===== config.mk =====
export PLATFORM = sky130hd
export DESIGN_NAME = down_counter
export DESIGN_NICKNAME = d
export VERILOG_FILES = /design/src/rtl/down_counter.sv
export SDC_FILE = /design/constraint.sdc
export NUM_CORES = 1
export LEC_CHECK = 0
export CORE_AREA = 2 2 39 41
export CTS_BUF_LIST = sky130_fd_sc_hd__clkbuf_2
export CTS_CLUSTER_SIZE = 16
export DETAILED_ROUTE_END_ITERATION = 10
export DIE_AREA = 0 0 41 43
export GPL_TIMING_DRIVEN = 0
export MAX_ROUTING_LAYER = met4
export PLACE_DENSITY_LB_ADDON = 0.2
export SLEW_MARGIN = 20
export SYNTH_ARGS = -nofsm -noshare
export SYNTH_HDL_FRONTEND = slang
export SYNTH_SLANG_ARGS = --single-unit

===== constraint.sdc =====
create_clock -name clk -period 1.56 [get_ports clk]
set_clock_uncertainty 0.1 [all_clocks]
set_input_delay 0.234 -clock clk [delete_from_list [all_inputs] [get_ports clk]]
set_output_delay 0.234 -clock clk [all_outputs]
set_load 0.005 [all_outputs]

===== src/rtl/down_counter.sv =====
`default_nettype none
// ============================================================================
// Module   : down_counter
// Brief    : Loadable synchronous decrementer with registered borrow pulse,
//            zero flag, sticky underflow flag and busy status.
// Revision : 1.0 - initial release
// ============================================================================
module down_counter #(
    parameter int WIDTH = 2,
    parameter int WRAP  = 1
) (
    input  logic             clk,
    input  logic             rst,
    input  logic             load,
    input  logic [WIDTH-1:0] load_val,
    input  logic             en,
    input  logic             clr_stat,
    output logic [WIDTH-1:0] diff,
    output logic             stat,
    output logic             zero,
    output logic             sticky,
    output logic             busy
);

    localparam logic [1:0] c_idle = 2'd0;
    localparam logic [1:0] c_run  = 2'd1;
    localparam logic [1:0] c_done = 2'd2;

    localparam logic [WIDTH-1:0] c_max = {WIDTH{1'b1}};
    localparam logic [WIDTH-1:0] c_one = {{(WIDTH-1){1'b0}}, 1'b1};

    logic [1:0]       r_state;
    logic [WIDTH-1:0] r_diff;
    logic             r_stat;
    logic             r_zero;
    logic             r_sticky;
    logic             r_busy;

    logic [1:0]       w_state_nxt;
    logic [WIDTH-1:0] w_diff_nxt;
    logic             w_underflow;
    logic             w_sticky_nxt;

    // Load takes priority over a same-cycle decrement; borrow is detected
    // as an enabled decrement from zero, not from a subtraction sign bit.
    always_comb begin
        w_state_nxt = r_state;
        w_diff_nxt  = r_diff;
        w_underflow = 1'b0;
        if (load) begin
            w_state_nxt = c_run;
            w_diff_nxt  = load_val;
        end else if (r_state == c_run && en) begin
            if (r_diff != '0) begin
                w_diff_nxt = r_diff - c_one;
            end else begin
                w_underflow = 1'b1;
                if (WRAP != 0) begin
                    w_diff_nxt = c_max;
                end else begin
                    w_state_nxt = c_done;
                end
            end
        end
    end

    // A simultaneous underflow beats clr_stat.
    always_comb begin
        w_sticky_nxt = r_sticky;
        if (w_underflow) begin
            w_sticky_nxt = 1'b1;
        end else if (clr_stat) begin
            w_sticky_nxt = 1'b0;
        end
    end

    always_ff @(posedge clk) begin
        if (rst) begin
            r_state  <= c_idle;
            r_diff   <= '0;
            r_stat   <= 1'b0;
            r_zero   <= 1'b1;
            r_sticky <= 1'b0;
            r_busy   <= 1'b0;
        end else begin
            r_state  <= w_state_nxt;
            r_diff   <= w_diff_nxt;
            r_stat   <= w_underflow;
            r_zero   <= (w_diff_nxt == '0);
            r_sticky <= w_sticky_nxt;
            r_busy   <= (w_state_nxt == c_run);
        end
    end

    assign diff   = r_diff;
    assign stat   = r_stat;
    assign zero   = r_zero;
    assign sticky = r_sticky;
    assign busy   = r_busy;

endmodule
`default_nettype wire


Word-level counts from Yosys, hierarchy flattened --
Index checks and enable logic that the tools add are counted.
Word-level totals: input bits 7, output and inout bits 6, bits in registers 8, logic and storage cells 22
Cells by class: equal/unequal tests 2, add/sub/neg operators 1, reduce and logical (&&, ||, !) cells 4, muxes and demuxes 9
Operators by type and width (count):
- 2-bit 2-to-1 mux | 4
- 1-bit 2-to-1 mux | 5
- 2-bit by 1-bit equality test with 1-bit output, second input constant | 2
- 2-bit nonzero test | 2
- 2-bit logical NOT | 1
- 2-bit by 1-bit subtractor with 2-bit output, second input constant | 1
- 1-bit logical AND | 1

Depth between registers and ports, before layout --
Gate-level depths: netlist (run 1).
depth in word-level cells 5, mapped depth 5, depth with buffers taken out 5

Worst setup path after synthesis (run 1) --
Ideal clock, no wire load.
path type register to register, from reg r_diff[0] (netlist: diff[0]), to reg r_zero (netlist: zero), path slack 147 ps, data required time 1336 ps, data arrival time 1188 ps, period minus slack after synthesis 1413 ps, stages on the path, launching flop included 6, path through dfxtp_1 -> inv_1 -> ha_1 -> nand2_1 -> nor4_1 -> a2111o_1
On the way: word-level cells in the longest chain between the ends 5, elaborated cells between the ends (all ways) 6, classes of those cells add/sub (1); mux (3); reduce/logical (2)
Ends and longest elaborated chain:
- from (decl) | RTL line 33 | logic [WIDTH-1:0] r_diff;
- from (signal assigned) | RTL line 87 | r_diff <= w_diff_nxt;
- 2-bit by 1-bit subtractor with 2-bit output or 2-bit nonzero test (tied branches) | RTL line 55, 54
- 2-bit 2-to-1 mux | RTL line 54 | if (r_diff != '0) begin
- 2-bit 2-to-1 mux (*) | RTL line 53 | end else if (r_state == c_run && en) begin
- 2-bit 2-to-1 mux (*) | RTL line 50 | if (load) begin
- 2-bit logical NOT (*) | RTL line 89 | r_zero <= (w_diff_nxt == '0);
- to (signal assigned) | RTL line 89
- to (decl) | RTL line 35 | logic r_zero;
Mark *: on every way between the ends. The rest lies on a longest branch, timed or not. A chain may end at the register's enable or synchronous reset.

Worst setup path in the final report (run 1) --
from reg r_diff[1] (netlist: diff[1]), to out diff[1]
RTL lines:
- to (decl) | RTL line 18 | output logic [WIDTH-1:0] diff,
No word-level cell between the ends.

==> results of run 1 <==
-- layout make-up --
| type | count | area [um2] | area share (%) |
|---|---|---|---|
| multi-input combinational | 24 | 163 | 33.2 |
| sequential | 8 | 161 | 33.0 |
| timing repair buffer | 11 | 110 | 22.5 |
| tap | 16 | 20.0 | 4.09 |
| clock buffer | 3 | 15.0 | 3.07 |
| inverter | 3 | 11.3 | 2.30 |
| buffer | 2 | 8.76 | 1.79 |
-- power breakdown --
part           internal (mW)  switching (mW)  total, mW
clock network         0.0524          0.0776      0.130
logic                 0.0448          0.0312     0.0760
registers              0.216         0.00737      0.223
total                  0.313           0.116      0.429
-- registers in the layout, indices dropped and copies added (netlist names) --
| signal | count |
|---|---|
| busy | 1 |
| diff | 2 |
| r_state | 2 |
| stat | 1 |
| sticky | 1 |
| zero | 1 |
-- synthesized netlist by cell type --
master / number
buf_2: 1
dfxtp_1: 8
a2111o_1: 1
ha_1: 1
nor3b_1: 2
nor2_1: 2
nand2_1: 2
and3b_2: 1
nand3b_1: 2
a21oi_1: 1
inv_1: 3
clkbuf_1: 1
nor4_1: 4
a2111oi_2: 1
nor3_1: 4
nand2b_1: 1
nor2b_1: 2
-- through the flow --
stage | instance area, um2 | cells
floorplan | 343 | 37
global placement | 473 | 64
detailed placement | 473 | 64
CTS | 488 | 67
global route | 489 | 67
finish | 489 | 67
-- per-layer routing --
metal / routed length [um] / global-route usage, %
met3: 66 / 3.14
met5: 0 / -
met1: 365 / 13.3
met4: 16 / 8.00
met2: 274 / 10.6
-- cell families after synthesis --
kind of cell	count (synthesis)	synth area share, %
AND/OR/NAND/NOR	20	34.7
flip-flops	8	46.7
buffers and inverters	5	5.84
AO/OA/AOI/OAI	3	9.12
adder cells (fa/ha/maj)	1	3.65
-- worst min-delay path by stage --
stage	start	to	slack [ps]
after floorplan	load_val[0]	diff[0]$_SDFF_PP0_	310
after global placement	sticky$_SDFFE_PP0P_	sticky$_SDFFE_PP0P_	360
after detailed placement	sticky$_SDFFE_PP0P_	sticky$_SDFFE_PP0P_	370
after CTS	rst	r_state[0]$_SDFF_PP0_	240
after global routing	rst	r_state[0]$_SDFF_PP0_	250
final	rst	r_state[0]$_SDFF_PP0_	230
==> results.json, run 1 <==
{
  "max_slew_margin_pct": 75.8,
  "clk_latency_ps": 240,
  "power_density_mw_per_mm2": 878,
  "hold_violations": 0,
  "cts_buffers": 3,
  "ir_worst_vdd_mv": 0.330,
  "crit_chain": "clkdlybuf4s50_1",
  "avgViaCountPerCell": 4.66,
  "holdPathStages": 2,
  "grt_max_degree": 11,
  "fillers": 151,
  "synth_cell_types": 17,
  "drive_gt1_share_pct": 13.7,
  "track_usage_pct": 9.60,
  "power_mw": 0.429,
  "crit_slowest_cell": "clkdlybuf4s50_1",
  "fp.dieH_um": 43,
  "cp_top_family": "buffers and inverters",
  "grt_pass1_vias": 265,
  "final_util_pct": 35.4,
  "hold_slack_ps": 228,
  "wire_per_inst_um": 10.8,
  "design.die.area_mm2": 0.00176,
  "tightest_slew_ps": 364,
  "worst_r2r_endpoint": "zero$_SDFF_PP1_",
  "postCtsHoldBufs": 0,
  "path_depth": 1,
  "start_util_pct": 24.8,
  "synth_cells": 37,
  "cap_viol_max_count": 0,
  "path_clk_slew_ps": 80,
  "vias": 312,
  "port_buffers": 11,
  "rsz0062_at_grt": "no",
  "finalWorstSetupSlack_ps": 98.1,
  "post_cts_buffers": 0,
  "hold_class": "in2reg",
  "die_x_um": 41,
  "rrSetupSlack_ps": 130,
  "period_minus_slack_ps": 1460,
  "cts_htree_levels": 1,
  "slowest_delay_ps": 510,
  "syn_area_per_cell_um2": 9.27,
  "final_nets": 61,
  "area_growth_pct": 42.7,
  "drc": 0,
  "drtPass1Iterations": 3,
  "syn_nets": 45,
  "worst-path-buf-inv": 1,
  "critPathArrivalTime_ps": 1130,
  "fin_crit_sh_pct": 93.7,
  "cp-start-kind": "flop",
  "r2r_start": "diff[0]$_SDFF_PP0_",
  "post-place-ws_ps": -9.85,
  "insertedDiodeCount": 0,
  "final_common_cell": "clkdlybuf4s50_1",
  "yosysTopAreaCell": "dfxtp_1",
  "reg2reg_depth": 5,
  "startpoint": "diff[1]$_SDFF_PP0_",
  "yosysWarnings": 0,
  "status": "finished, final reports clean",
  "gp_congestion": 0.667,
  "cts_tree": "yes",
  "cp.required_ps": 1230,
  "crit_path_end_kind": "primary output",
  "final_max_slew_viol_count": 0,
  "dp_hpwl_um": 508,
  "setup_tns_ps": 0,
  "clock_sinks": 8,
  "overflow": 0,
  "ctsResizeCount": 0,
  "setup_viol": 0,
  "p_leak_nw": 0.179,
  "postRouteWirelength_um": 722,
  "clockRootBuffer": "clkbuf_2",
  "worstSetupEndpoint": "diff[1]",
  "grt_pass1_wl_mm": 1.08,
  "num_rows": 14,
  "clock.fmax_mhz": 684,
  "ys_ff_latch": 8,
  "drtIter0Drc": 1,
  "core_mm2": 0.00138,
  "clockBufferDepth": 2,
  "netlist.area_leader.share_pct": 46.7,
  "worst-path-max-fanout": 4,
  "ys_seq_area_share_pct": 46.7,
  "netlist_area_um2": 343,
  "ant_nets": 0,
  "antenna_found_initial": 0,
  "worstSetupPathType": "reg2out",
  "final_cell_mix": "clkdlybuf4s50_1 (11), dfxtp_1 (7), nor3_1 (4), nor4_1 (4)",
  "synth_area_leaders": "dfxtp_1 (47%), nor4_1 (7.3%), nor3_1 (5.8%)",
  "pin_count": 13
}
No activity file was read; power rests on OpenSTA's default activity.
==> inputs of run 2 (changes only) <==
--- a/config.mk
+++ b/config.mk
@@ -11,6 +11,7 @@
 export DETAILED_ROUTE_END_ITERATION = 10
 export DIE_AREA = 0 0 41 43
 export GPL_TIMING_DRIVEN = 0
+export HOLD_SLACK_MARGIN = 0.08
 export MAX_ROUTING_LAYER = met4
 export PLACE_DENSITY_LB_ADDON = 0.2
 export SLEW_MARGIN = 20
==> results of run 2 <==
Final layout, timing and power as in run 1 (identical DEF).
